$ cat src/rtl/approx_product_accumulator_if.sv
// Beat/result handshake bundle for approx_product_accumulator.
// master = upstream/downstream environment, slave = the accumulator itself.
interface approx_product_accumulator_if #(
   parameter int ACC_W = 24,
   parameter int CNT_W = 8
);
   logic [15:0]      z;
   logic             in_valid;
   logic             in_last;
   logic             in_ready;
   logic [ACC_W-1:0] acc_out;
   logic [CNT_W-1:0] cnt_out;
   logic             sat_out;
   logic             out_valid;
   logic             out_ready;

   modport master (
      output z, in_valid, in_last, out_ready,
      input  in_ready, acc_out, cnt_out, sat_out, out_valid
   );

   modport slave (
      input  z, in_valid, in_last, out_ready,
      output in_ready, acc_out, cnt_out, sat_out, out_valid
   );
endinterface

$ cat src/rtl/approx_product_accumulator.sv
// Saturating per-packet accumulator for 16-bit approximate-multiplier products.
// Two states: ACCUM takes one beat per cycle, DRAIN holds the result until consumed.
module approx_product_accumulator #(
   parameter int ACC_W = 24,
   parameter int CNT_W = 8
) (
   input logic                          clk,
   input logic                          rst,
   approx_product_accumulator_if.slave  bus
);

   generate
      if (ACC_W < 16 || ACC_W > 32) begin : g_bad_acc_w
         $error("approx_product_accumulator: ACC_W must be in 16..32");
      end
      if (CNT_W < 2 || CNT_W > 16) begin : g_bad_cnt_w
         $error("approx_product_accumulator: CNT_W must be in 2..16");
      end
   endgenerate

   localparam logic [0:0] ST_ACCUM = 1'b0;
   localparam logic [0:0] ST_DRAIN = 1'b1;

   logic [0:0]       state_q;

   // Running (in-flight) packet state
   logic [ACC_W-1:0] acc_q;
   logic [CNT_W-1:0] cnt_q;
   logic             sat_q;

   // Completed-packet result registers
   logic [ACC_W-1:0] res_acc_q;
   logic [CNT_W-1:0] res_cnt_q;
   logic             res_sat_q;

   logic             beat_fire;
   logic             drain_fire;
   logic [ACC_W:0]   sum_ext;
   logic             acc_clamp;
   logic             cnt_clamp;
   logic [ACC_W-1:0] acc_next;
   logic [CNT_W-1:0] cnt_next;
   logic             sat_next;

   // Handshake is decoded from state only, so in_valid/out_ready never reach in_ready/out_valid.
   assign bus.in_ready  = (state_q == ST_ACCUM);
   assign bus.out_valid = (state_q == ST_DRAIN);
   assign bus.acc_out   = res_acc_q;
   assign bus.cnt_out   = res_cnt_q;
   assign bus.sat_out   = res_sat_q;

   assign beat_fire  = bus.in_valid  && (state_q == ST_ACCUM);
   assign drain_fire = bus.out_ready && (state_q == ST_DRAIN);

   // NOTE: every always_comb output gets a default first so no path can infer a latch.
   always_comb begin
      sum_ext   = '0;
      acc_clamp = 1'b0;
      acc_next  = '0;
      cnt_clamp = 1'b0;
      cnt_next  = '0;
      sat_next  = 1'b0;

      // One extra bit of headroom catches the carry that signals a clamp.
      sum_ext   = {1'b0, acc_q} + (ACC_W+1)'(bus.z);
      acc_clamp = sum_ext[ACC_W];
      acc_next  = acc_clamp ? {ACC_W{1'b1}} : sum_ext[ACC_W-1:0];

      cnt_clamp = &cnt_q;
      cnt_next  = cnt_clamp ? cnt_q : cnt_q + CNT_W'(1);

      sat_next  = sat_q | acc_clamp | cnt_clamp;
   end

   // NOTE: sequential state uses non-blocking assignments so all registers update together.
   always_ff @(posedge clk or posedge rst) begin
      if (rst) begin
         state_q   <= ST_ACCUM;
         acc_q     <= '0;
         cnt_q     <= '0;
         sat_q     <= 1'b0;
         res_acc_q <= '0;
         res_cnt_q <= '0;
         res_sat_q <= 1'b0;
      end else begin
         case (state_q)
            ST_ACCUM: begin
               if (beat_fire) begin
                  if (bus.in_last) begin
                     res_acc_q <= acc_next;
                     res_cnt_q <= cnt_next;
                     res_sat_q <= sat_next;
                     acc_q     <= '0;
                     cnt_q     <= '0;
                     sat_q     <= 1'b0;
                     state_q   <= ST_DRAIN;
                  end else begin
                     acc_q     <= acc_next;
                     cnt_q     <= cnt_next;
                     sat_q     <= sat_next;
                  end
               end
            end
            ST_DRAIN: begin
               if (drain_fire) begin
                  state_q <= ST_ACCUM;
               end
            end
            default: state_q <= ST_ACCUM;
         endcase
      end
   end

   // Results must not move while downstream is stalling us.
   a_drain_stable: assert property (@(posedge clk) disable iff (rst)
      (state_q == ST_DRAIN && !bus.out_ready) |=>
         ($stable(res_acc_q) && $stable(res_cnt_q) && $stable(res_sat_q)
          && state_q == ST_DRAIN));

   // Running state is always empty while a result waits in DRAIN.
   a_drain_idle: assert property (@(posedge clk) disable iff (rst)
      (state_q == ST_DRAIN) |-> (acc_q == '0 && cnt_q == '0 && !sat_q));

endmodule

$ cat src/flat_wrapper.sv
// flat-port wrapper written by rule: the top's interface ports become plain ports
module approx_product_accumulator_flat 
#(
   parameter int ACC_W = 24,
   parameter int CNT_W = 8
)
  (clk, rst, bus_z, bus_in_valid, bus_in_last, bus_out_ready, bus_in_ready, bus_acc_out, bus_cnt_out, bus_sat_out, bus_out_valid);
  approx_product_accumulator_if #(.ACC_W(ACC_W), .CNT_W(CNT_W)) bus_i ();
  input logic clk;
  input logic rst;
  input wire logic [$bits(bus_i.z)-1:0] bus_z;
  input wire logic [$bits(bus_i.in_valid)-1:0] bus_in_valid;
  input wire logic [$bits(bus_i.in_last)-1:0] bus_in_last;
  input wire logic [$bits(bus_i.out_ready)-1:0] bus_out_ready;
  output wire logic [$bits(bus_i.in_ready)-1:0] bus_in_ready;
  output wire logic [$bits(bus_i.acc_out)-1:0] bus_acc_out;
  output wire logic [$bits(bus_i.cnt_out)-1:0] bus_cnt_out;
  output wire logic [$bits(bus_i.sat_out)-1:0] bus_sat_out;
  output wire logic [$bits(bus_i.out_valid)-1:0] bus_out_valid;
  assign bus_i.z = bus_z;
  assign bus_i.in_valid = bus_in_valid;
  assign bus_i.in_last = bus_in_last;
  assign bus_i.out_ready = bus_out_ready;
  assign bus_in_ready = bus_i.in_ready;
  assign bus_acc_out = bus_i.acc_out;
  assign bus_cnt_out = bus_i.cnt_out;
  assign bus_sat_out = bus_i.sat_out;
  assign bus_out_valid = bus_i.out_valid;
  approx_product_accumulator #(.ACC_W(ACC_W), .CNT_W(CNT_W)) u_core (.clk(clk), .rst(rst), .bus(bus_i));
endmodule
$ cat config.mk
export PLATFORM = sky130hd
export DESIGN_NAME = approx_product_accumulator_flat
export DESIGN_NICKNAME = d
export VERILOG_FILES = /design/src/rtl/approx_product_accumulator_if.sv /design/src/rtl/approx_product_accumulator.sv /design/src/flat_wrapper.sv
export SDC_FILE = /design/constraint.sdc
export NUM_CORES = 1
export LEC_CHECK = 0
export ABC_CLOCK_PERIOD_IN_PS = 4210
export CAP_MARGIN = 20
export CORE_MARGIN = 2
export CORE_UTILIZATION = 60
export CTS_BUF_LIST = sky130_fd_sc_hd__clkbuf_2 sky130_fd_sc_hd__clkbuf_4 sky130_fd_sc_hd__clkbuf_8
export CTS_CLUSTER_DIAMETER = 30
export DETAILED_ROUTE_END_ITERATION = 10
export PLACE_DENSITY = 0.83
export SLEW_MARGIN = 20
export SYNTH_ARGS = -nofsm -noshare
export SYNTH_HDL_FRONTEND = slang
export SYNTH_SLANG_ARGS = --single-unit
$ cat constraint.sdc
create_clock -name clk -period 4.21 [get_ports clk]
set_clock_uncertainty 0.1 [all_clocks]
set_input_delay 0.6315 -clock clk [delete_from_list [all_inputs] [get_ports clk]]
set_output_delay 0.6315 -clock clk [all_outputs]
set_load 0.02 [all_outputs]
== Yosys cells after proc, flatten, opt, wreduce, memory -nomap -nowiden ==
Index checks and enable logic that the tools add are counted.
Word-level totals
  register bits after elaboration: 67
  latch bits: 0
  memory bits (writable): 0
  memory bits (read-only): 0
  word-level logic and storage cells: 26
  memories kept: 0
Cells by class
  $add $sub $neg: 2
  $mul: 0
  div/mod/pow operators: 0
  order comparisons: 0
  eq/ne operators: 0
  shift-type cells: 0
  multiplexer cells: 9
  bitwise operators: 3
  reduce and logical (&&, ||, !) cells: 5
Operators by type and width (count)
  2-to-1 mux 24 bit: 2
  adder 24 x 16 -> 25 bit: 1
  2-to-1 mux 8 bit: 2
  adder 8 x 1 -> 8 bit, second input constant: 1
  AND reduction 8 bit: 1
  2-to-1 mux 1 bit: 4
  AND reduction 3 bit: 1
  logical AND 1 bit: 2
  bitwise OR 1 bit: 2
  one-hot mux 1 bit (2 select lines): 1
  AND reduction 2 bit: 1
  inverter 1 bit: 1

== Longest topological paths before layout ==
Gate-level depths: netlist of run 1.
  word-level depth: 4
  mapped depth: 11

== Worst setup path after synthesis of run 1 ==
No wires, ideal clock.
  path type: input to register
  start: input bus_z[0]
  end: register u_core.res_acc_q[18], in the netlist u_core.bus.acc_out[18]
  arrival time: 2.548 ns
  slack: 1.470 ns
  cell stages on the path: 10
  path through: ha_1 -> fa_1 -> a21oi_2 -> o22ai_2 -> o2111ai_2 -> a21oi_4 -> or2_1 -> buf_6 -> and3_4 -> o31ai_2
Between the ends
  word-level cells in the longest chain between the ends: 2
Ends and longest elaborated chain
  start, declared: line flat_wrapper.sv:11  | input wire logic [$bits(bus_i.z)-1:0] bus_z;
  adder 24 x 16 -> 25 bit: line approx_product_accumulator.sv:65  | sum_ext = {1'b0, acc_q} + (ACC_W+1)'(bus.z);
  2-to-1 mux 24 bit: line approx_product_accumulator.sv:67  | acc_next = acc_clamp ? {ACC_W{1'b1}} : sum_ext[ACC_W-1:0];
  end signal, assigned: line approx_product_accumulator.sv:90  | res_acc_q <= acc_next;
  end, declared: line approx_product_accumulator.sv:32  | logic [ACC_W-1:0] res_acc_q;
Every way passes these cells.
A chain may end at the register's enable or synchronous reset.

== Worst setup path after layout of run 1 ==
  start: input bus_z[0]
  end: register u_core.acc_q[23]
Between the ends
  word-level cells in the longest chain between the ends: 3
Ends and longest elaborated chain
  adder 24 x 16 -> 25 bit: line approx_product_accumulator.sv:65
  2-to-1 mux 24 bit: line approx_product_accumulator.sv:67
  2-to-1 mux 24 bit: line approx_product_accumulator.sv:89  | if (bus.in_last) begin
  end signal, assigned: line approx_product_accumulator.sv:98  | acc_q <= acc_next;
  end, declared: line approx_product_accumulator.sv:27  | logic [ACC_W-1:0] acc_q;
Every way passes these cells.

==> results of run 1 <==
==> path summary, 6_finish.rpt <==
| check | to | cells past startpoint |
|---|---|---|
| worst max register to register | u_core.acc_q[23] | 9 |
| worst max-delay path | u_core.acc_q[23] | 10 |
| worst min register to register | u_core.bus.cnt_out[0] | 2 |
| min in group asynchronous | u_core.bus.acc_out[1] | 2 |
| worst min-delay path | u_core.bus.cnt_out[0] | 2 |
| max in group asynchronous | u_core.bus.acc_out[9] | 3 |
==> worst max-delay path: stages <==
cell and delay [ns]:
clkdlybuf4s50_1 0.41, ha_1 0.23, fa_1 0.42, a21oi_2 0.20
o22ai_2 0.13, o2111ai_2 0.25, a21oi_4 0.11, o21a_1 0.46
nor3_1 0.30, a211oi_1 0.10
==> registers in the layout (all words and copies together) (netlist names) <==
| register | count |
|---|---|
| u_core.sat_q | 1 |
| u_core.bus.out_valid | 1 |
| u_core.cnt_q | 8 |
| u_core.acc_q | 24 |
| u_core.bus.cnt_out | 8 |
| u_core.bus.acc_out | 24 |
| u_core.bus.sat_out | 1 |
==> power breakdown <==
part	leakage, nW	switching (mW)	internal [mW]
logic	1.06	0.805	0.590
clock network	0.106	0.241	0.315
registers	0.864	0.144	0.838
==> routing by layer <==
layer,up-vias,wire [microns]
met5,-,0
met4,0,204
met3,23,539
met2,141,4380
met1,1622,4020
li1,1588,-
==> through the flow <==
stage	setup WS, ns	instances	util [%]	area (sq um)	hold WS, ns
2_1_floorplan	1.47	422	-	3830	0.347
3_3_place_gp	0.826	537	70.1	4400	0.359
3_5_place_dp	0.765	537	70.1	4400	0.366
4_1_cts	1.12	552	73.4	4600	0.385
5_1_grt	0.940	552	73.4	4600	0.410
6_report	1.10	552	73.4	4600	0.381
==> kinds of logic after synthesis <==
logic type / after synthesis / share of synthesized area, %
AO/OA/AOI/OAI: 134 / 23.1
multiplexers: 2 / 0.523
AND/OR/NAND/NOR: 152 / 18.1
flip-flops: 67 / 43.8
adder cells (fa/ha/maj): 18 / 6.07
buffers and inverters: 27 / 3.43
XOR/XNOR: 22 / 5.03
==> layout make-up <==
type,instances,area [sq um],area share [%]
Tap cell,77,96.3,2.09
Clock buffer,13,166,3.61
Sequential cell,67,1680,36.4
Timing Repair Buffer,60,588,12.8
Clock inverter,2,35.0,0.761
Multi-Input combinational cell,328,2020,43.9
Inverter,5,18.8,0.408
==> cells in the final DEF (no fill, tap or decap), types with 11 or more instances in the layout <==
cell type         n
clkbuf_8         11
nor2_1           36
o21ai_1          18
nand2_1          73
dfrtp_1          67
a21oi_1          16
ha_1             17
clkdlybuf4s50_1  55
xnor2_1          12
o21ai_0          39
==> flow_metrics.py, run 1 <==
metrics = {
    "clock_network": {
        "cts_tree": "yes",
        "worst_skew_pair.late_latency_ns": 0.35,
        "clockRootBuffer": "clkbuf_8",
        "clockBufferDepth": 2,
        "cts_resized": 0,
        "cts_sinks": 67,
        "cts_made_buffers": 9,
        "path_clk_slew_ns": 0.07,
        "holdBufCountCts": 0,
        "post_cts_buffers": 0,
        "cts.htree.levels": 3,
    },
    "timing": {
        "fin_crit_ns": 3.11,
        "finalCritPeriodShare_pct": 73.9,
        "maxSlewHeadroom_pct": 38.3,
        "tightest_slew_ns": 0.925,
        "final-setup-viol-count": 0,
        "hold_viol_final": 0,
        "tns_ns": 0,
        "rsz0062_at_grt": "no",
        "slew_viol_final": 0,
        "max_freq_ghz": 0.321,
    },
    "final_layout": {
        "drive_above_1_share_pct": 8.42,
        "diodes": 0,
        "area_delta_synth_final_pct": 20.2,
        "fin_nets": 510,
        "fill_cells": 485,
    },
    "yosys": {
        "ys_warn_count": 0,
        "synth_area_per_cell_sq_um": 9.08,
        "synth_edf_count": 0,
        "yosys-top-cells-area": "dfrtp_1 (44%), nand2_1 (7.2%), ha_1 (5.6%)",
        "synth_nets": 461,
        "ys_ff_latch": 67,
        "synth_cell_types": 55,
        "synthTopCellsByCount": "nand2_1 (73), dfrtp_1 (67), o21ai_0 (39)",
        "synth_cells": 422,
        "yosys.area.top_type": "dfrtp_1",
        "async_flop_share_pct": 100,
        "yosysTopAreaCellShare_pct": 43.8,
        "yosysMostFrequentCell": "nand2_1",
        "synth_area_sq_mm": 0.00383,
        "synthFlopType": "dfrtp_1",
        "synth_seq_area_share_pct": 43.8,
    },
    "floorplanning": {
        "die_h_microns": 83.9,
        "row_count": 29,
        "die_width_microns": 83.9,
        "core-area_sq_mm": 0.00628,
        "ioPinCount": 56,
        "initial_core_util_pct": 61.0,
        "die_area_sq_mm": 0.00704,
    },
    "global_routing": {
        "grt_pass1_wl_mm": 15.8,
        "grt_max_degree": 54,
        "gr-usage-met1_pct": 40.0,
        "use_met2_pct": 43.9,
        "use_met3_pct": 4.55,
        "track_usage_pct": 28.3,
        "grt_pass1_vias": 3274,
        "grt_overflow": 0,
        "top_usage_layer": "met2",
        "antenna_found_initial": 0,
    },
    "worst_setup_path": {
        "reg2reg_from": "u_core.acc_q[0]",
        "cp-startpoint": "bus_z[0]",
        "critPathRequiredTime_ns": 4.33,
        "crit_path_max_fanout": 17,
        "critPathKind": "input pin to register",
        "end_kind": "register",
        "startpoint_type": "input pin",
        "reg2reg_slack_ns": 1.42,
        "crit_arrival_ns": 3.24,
    },
    "pwr": {
        "p_leak_nw": 2.03,
        "power_mw": 2.93,
        "power_density_mw_per_mm2": 637,
        "max-vdd-ir-drop_mv": 0.433,
    },
    "worst_hold_path": {
        "hold_class": "register to register",
        "hp-start": "u_core.bus.cnt_out[0]",
    },
    "detailed_routing": {
        "wirelength_mm": 9.14,
        "vias_per_cell": 6.11,
        "detail_route.wl_per_cell_microns": 16.6,
        "vias": 3374,
        "drtIter0Drc": 207,
        "route.detailed.drc": 0,
        "dr.pass1.iters": 7,
        "antenna_left": 0,
    },
    "place": {
        "port_buffers": 55,
        "place_congestion": 0.970,
        "hpwl_mm": 6.40,
    },
    "job": {
        "cap_viol_max_count": 0,
    },
    "outcome": {
        "outcome": "completed",
    },
}
(Power assumes the default switching activity.)
==> run 2, diff against run 1 <==
--- a/config.mk
+++ b/config.mk
@@ -5,14 +5,14 @@
 export SDC_FILE = /design/constraint.sdc
 export NUM_CORES = 1
 export LEC_CHECK = 0
-export ABC_CLOCK_PERIOD_IN_PS = 4210
+export ABC_CLOCK_PERIOD_IN_PS = 2950
 export CAP_MARGIN = 20
 export CORE_MARGIN = 2
-export CORE_UTILIZATION = 60
+export CORE_UTILIZATION = 56
 export CTS_BUF_LIST = sky130_fd_sc_hd__clkbuf_2 sky130_fd_sc_hd__clkbuf_4 sky130_fd_sc_hd__clkbuf_8
 export CTS_CLUSTER_DIAMETER = 30
 export DETAILED_ROUTE_END_ITERATION = 10
-export PLACE_DENSITY = 0.83
+export PLACE_DENSITY = 0.78
 export SLEW_MARGIN = 20
 export SYNTH_ARGS = -nofsm -noshare
 export SYNTH_HDL_FRONTEND = slang
==> constraint.sdc (replaced) <==
create_clock -name clk -period 2.95 [get_ports clk]
set_clock_uncertainty 0.1 [all_clocks]
set_input_delay 0.4425 -clock clk [delete_from_list [all_inputs] [get_ports clk]]
set_output_delay 0.4425 -clock clk [all_outputs]
set_load 0.02 [all_outputs]
==> run 2 against run 1 <==
- setup slack got worse by 0.98 ns
- flip-flop and latch count is the same
- clock power increased by 42%
- routed wire length fell by 1.3%
- combinational power up 45%
- largest cell class unchanged
==> flow_metrics.py, run 2 (synthesized netlist as in run 1, its figures left out) <==
metrics = {
    "final_layout": {
        "fin_nets": 523,
        "final_common_cell": "nand2_1",
        "drive_above_1_share_pct": 10.9,
        "diodes": 0,
        "layout_common_cells": "nand2_1 (73), dfrtp_1 (67), clkdlybuf4s50_1 (55), o21ai_0 (39), nor2_1 (36)",
        "area_delta_synth_final_pct": 23.2,
        "utilization_pct": 70.2,
    },
    "pwr": {
        "power_mw": 4.21,
        "max-vdd-ir-drop_mv": 0.486,
        "switching_share_pct": 40.0,
        "pwr-share-comb_pct": 47.9,
        "pwr-share-clk_pct": 18.8,
        "power_density_mw_per_mm2": 892,
        "p_int_mw": 2.52,
        "seq_power_share_pct": 33.3,
        "p_leak_nw": 2.09,
        "power_switching_mw": 1.68,
    },
    "timing": {
        "hold_viol_final": 0,
        "rsz0062_at_grt": "no",
        "tns_ns": 0,
        "slew_viol_final": 0,
        "fin_crit_ns": 2.83,
        "maxSlewHeadroom_pct": 56.3,
        "fin_ws_ns": 0.119,
        "tightest_slew_ns": 0.654,
        "finalCritPeriodShare_pct": 96.0,
        "final-setup-viol-count": 0,
        "max_freq_ghz": 0.353,
    },
    "outcome": {
        "outcome": "completed",
    },
    "floorplanning": {
        "die_width_microns": 86.7,
        "die_h_microns": 86.7,
        "core-area_sq_mm": 0.00672,
        "row_count": 30,
        "initial_core_util_pct": 57.0,
        "ioPinCount": 56,
        "die_area_sq_mm": 0.00752,
    },
    "detailed_routing": {
        "vias": 3367,
        "wirelength_mm": 9.02,
        "dr.pass1.iters": 5,
        "detail_route.wl_per_cell_microns": 15.9,
        "antenna_left": 0,
        "vias_per_cell": 5.93,
        "route.detailed.drc": 0,
        "drtIter0Drc": 207,
    },
    "global_routing": {
        "grt_overflow": 0,
        "grt_pass1_vias": 3294,
        "antenna_found_initial": 0,
        "grt_max_degree": 54,
        "grt_pass1_wl_mm": 15.3,
        "track_usage_pct": 26.0,
    },
    "place": {
        "hpwl_mm": 6.40,
        "place_congestion": 0.900,
        "port_buffers": 55,
        "pre_cts_ws_ns": -0.172,
    },
    "clock_network": {
        "worst_skew_pair.late_latency_ns": 0.34,
        "clockBufferDepth": 2,
        "holdBufCountCts": 0,
        "clockRootBuffer": "clkbuf_8",
        "cts.htree.levels": 3,
        "cts_resized": 0,
        "cts_tree": "yes",
        "cts_sinks": 67,
        "path_clk_slew_ns": 0.07,
        "cts_made_buffers": 9,
        "post_cts_buffers": 0,
    },
    "worst_setup_path": {
        "r2r_end": "u_core.bus.acc_out[18]",
        "end_kind": "register",
        "cp-endpoint": "u_core.bus.acc_out[18]",
        "critPathKind": "input pin to register",
        "critPathRequiredTime_ns": 3.10,
        "cpPeakStageDelay_ns": 0.42,
        "crit_chain": "clkdlybuf4s50_1, ha_1, fa_1, a21oi_2, o22ai_2, o2111ai_2, a21oi_4, or2_1, and3_4, o31ai_2",
        "crit_path_max_fanout": 9,
        "cp-startpoint": "bus_z[0]",
        "slowest_stage": "clkdlybuf4s50_1",
        "cp_top_family": "compound AO/OA/AOI/OAI gates",
        "reg2reg_from": "u_core.acc_q[0]",
        "reg2reg_slack_ns": 0.28,
        "crit_arrival_ns": 2.98,
        "reg2reg_depth": 9,
        "startpoint_type": "input pin",
        "path_depth": 10,
        "timing.critical_path.buf_inv": 1,
    },
    "worst_hold_path": {
        "hold_class": "register to register",
    },
    "job": {
        "cap_viol_max_count": 0,
    },
}
run 2: cell type report:
class / instances / area [sq um]
multi-input combinational: 328 / 2020
fill: 528 / 2000
sequential: 67 / 1680
timing repair buffer: 73 / 698
clock buffer: 13 / 166
tap: 80 / 100
clock inverter: 2 / 35.0
inverter: 5 / 18.8
run 2: worst min-delay path: stages, from the launching register on:
cell and delay (ns):
dfrtp_1 0.34, nand2_1 0.04, o21ai_0 0.06
run 2: worst min-delay path by stage:
stage               slack [ns]                     to                   from  cells after the start
global placement          0.36  u_core.bus.acc_out[0]  u_core.bus.acc_out[0]                      2
finish                    0.38  u_core.bus.cnt_out[7]  u_core.bus.cnt_out[7]                      2
detailed placement        0.37  u_core.bus.cnt_out[6]  u_core.bus.cnt_out[6]                      2
CTS                       0.39  u_core.bus.cnt_out[3]  u_core.bus.cnt_out[3]                      2
floorplan                 0.35           u_core.sat_q           u_core.sat_q                      2
global route              0.40  u_core.bus.acc_out[2]  u_core.bus.acc_out[2]                      2
run 2: power by group through the flow:
stage | clock network, mW | registers [mW] | logic (mW)
after floorplan | 0 | 1.54 | 1.21
after global placement | 0 | 1.40 | 1.93
after detailed placement | 0 | 1.42 | 1.98
after CTS | 0.803 | 1.40 | 2.01
after global routing | 0.841 | 1.44 | 2.22
final | 0.790 | 1.40 | 2.02
run 2: through the flow:
stage          hold WS, ns  instances  area (sq um)
6_report             0.379        568          4720
5_1_grt              0.405        568          4720
4_1_cts              0.386        568          4720
3_5_place_dp         0.370        553          4520
3_3_place_gp         0.360        553          4520
2_1_floorplan        0.347        422          3830
run 2: routing by layer:
layer  vias to the layer above  part of all wire (%)  track usage, %
met4                         0                  0.86            6.68
met5                         -                     0               0
met3                         9                   5.1            4.95
li1                       1619                     -               -
met1                      1630                    46            36.4
met2                       109                    48            41.7
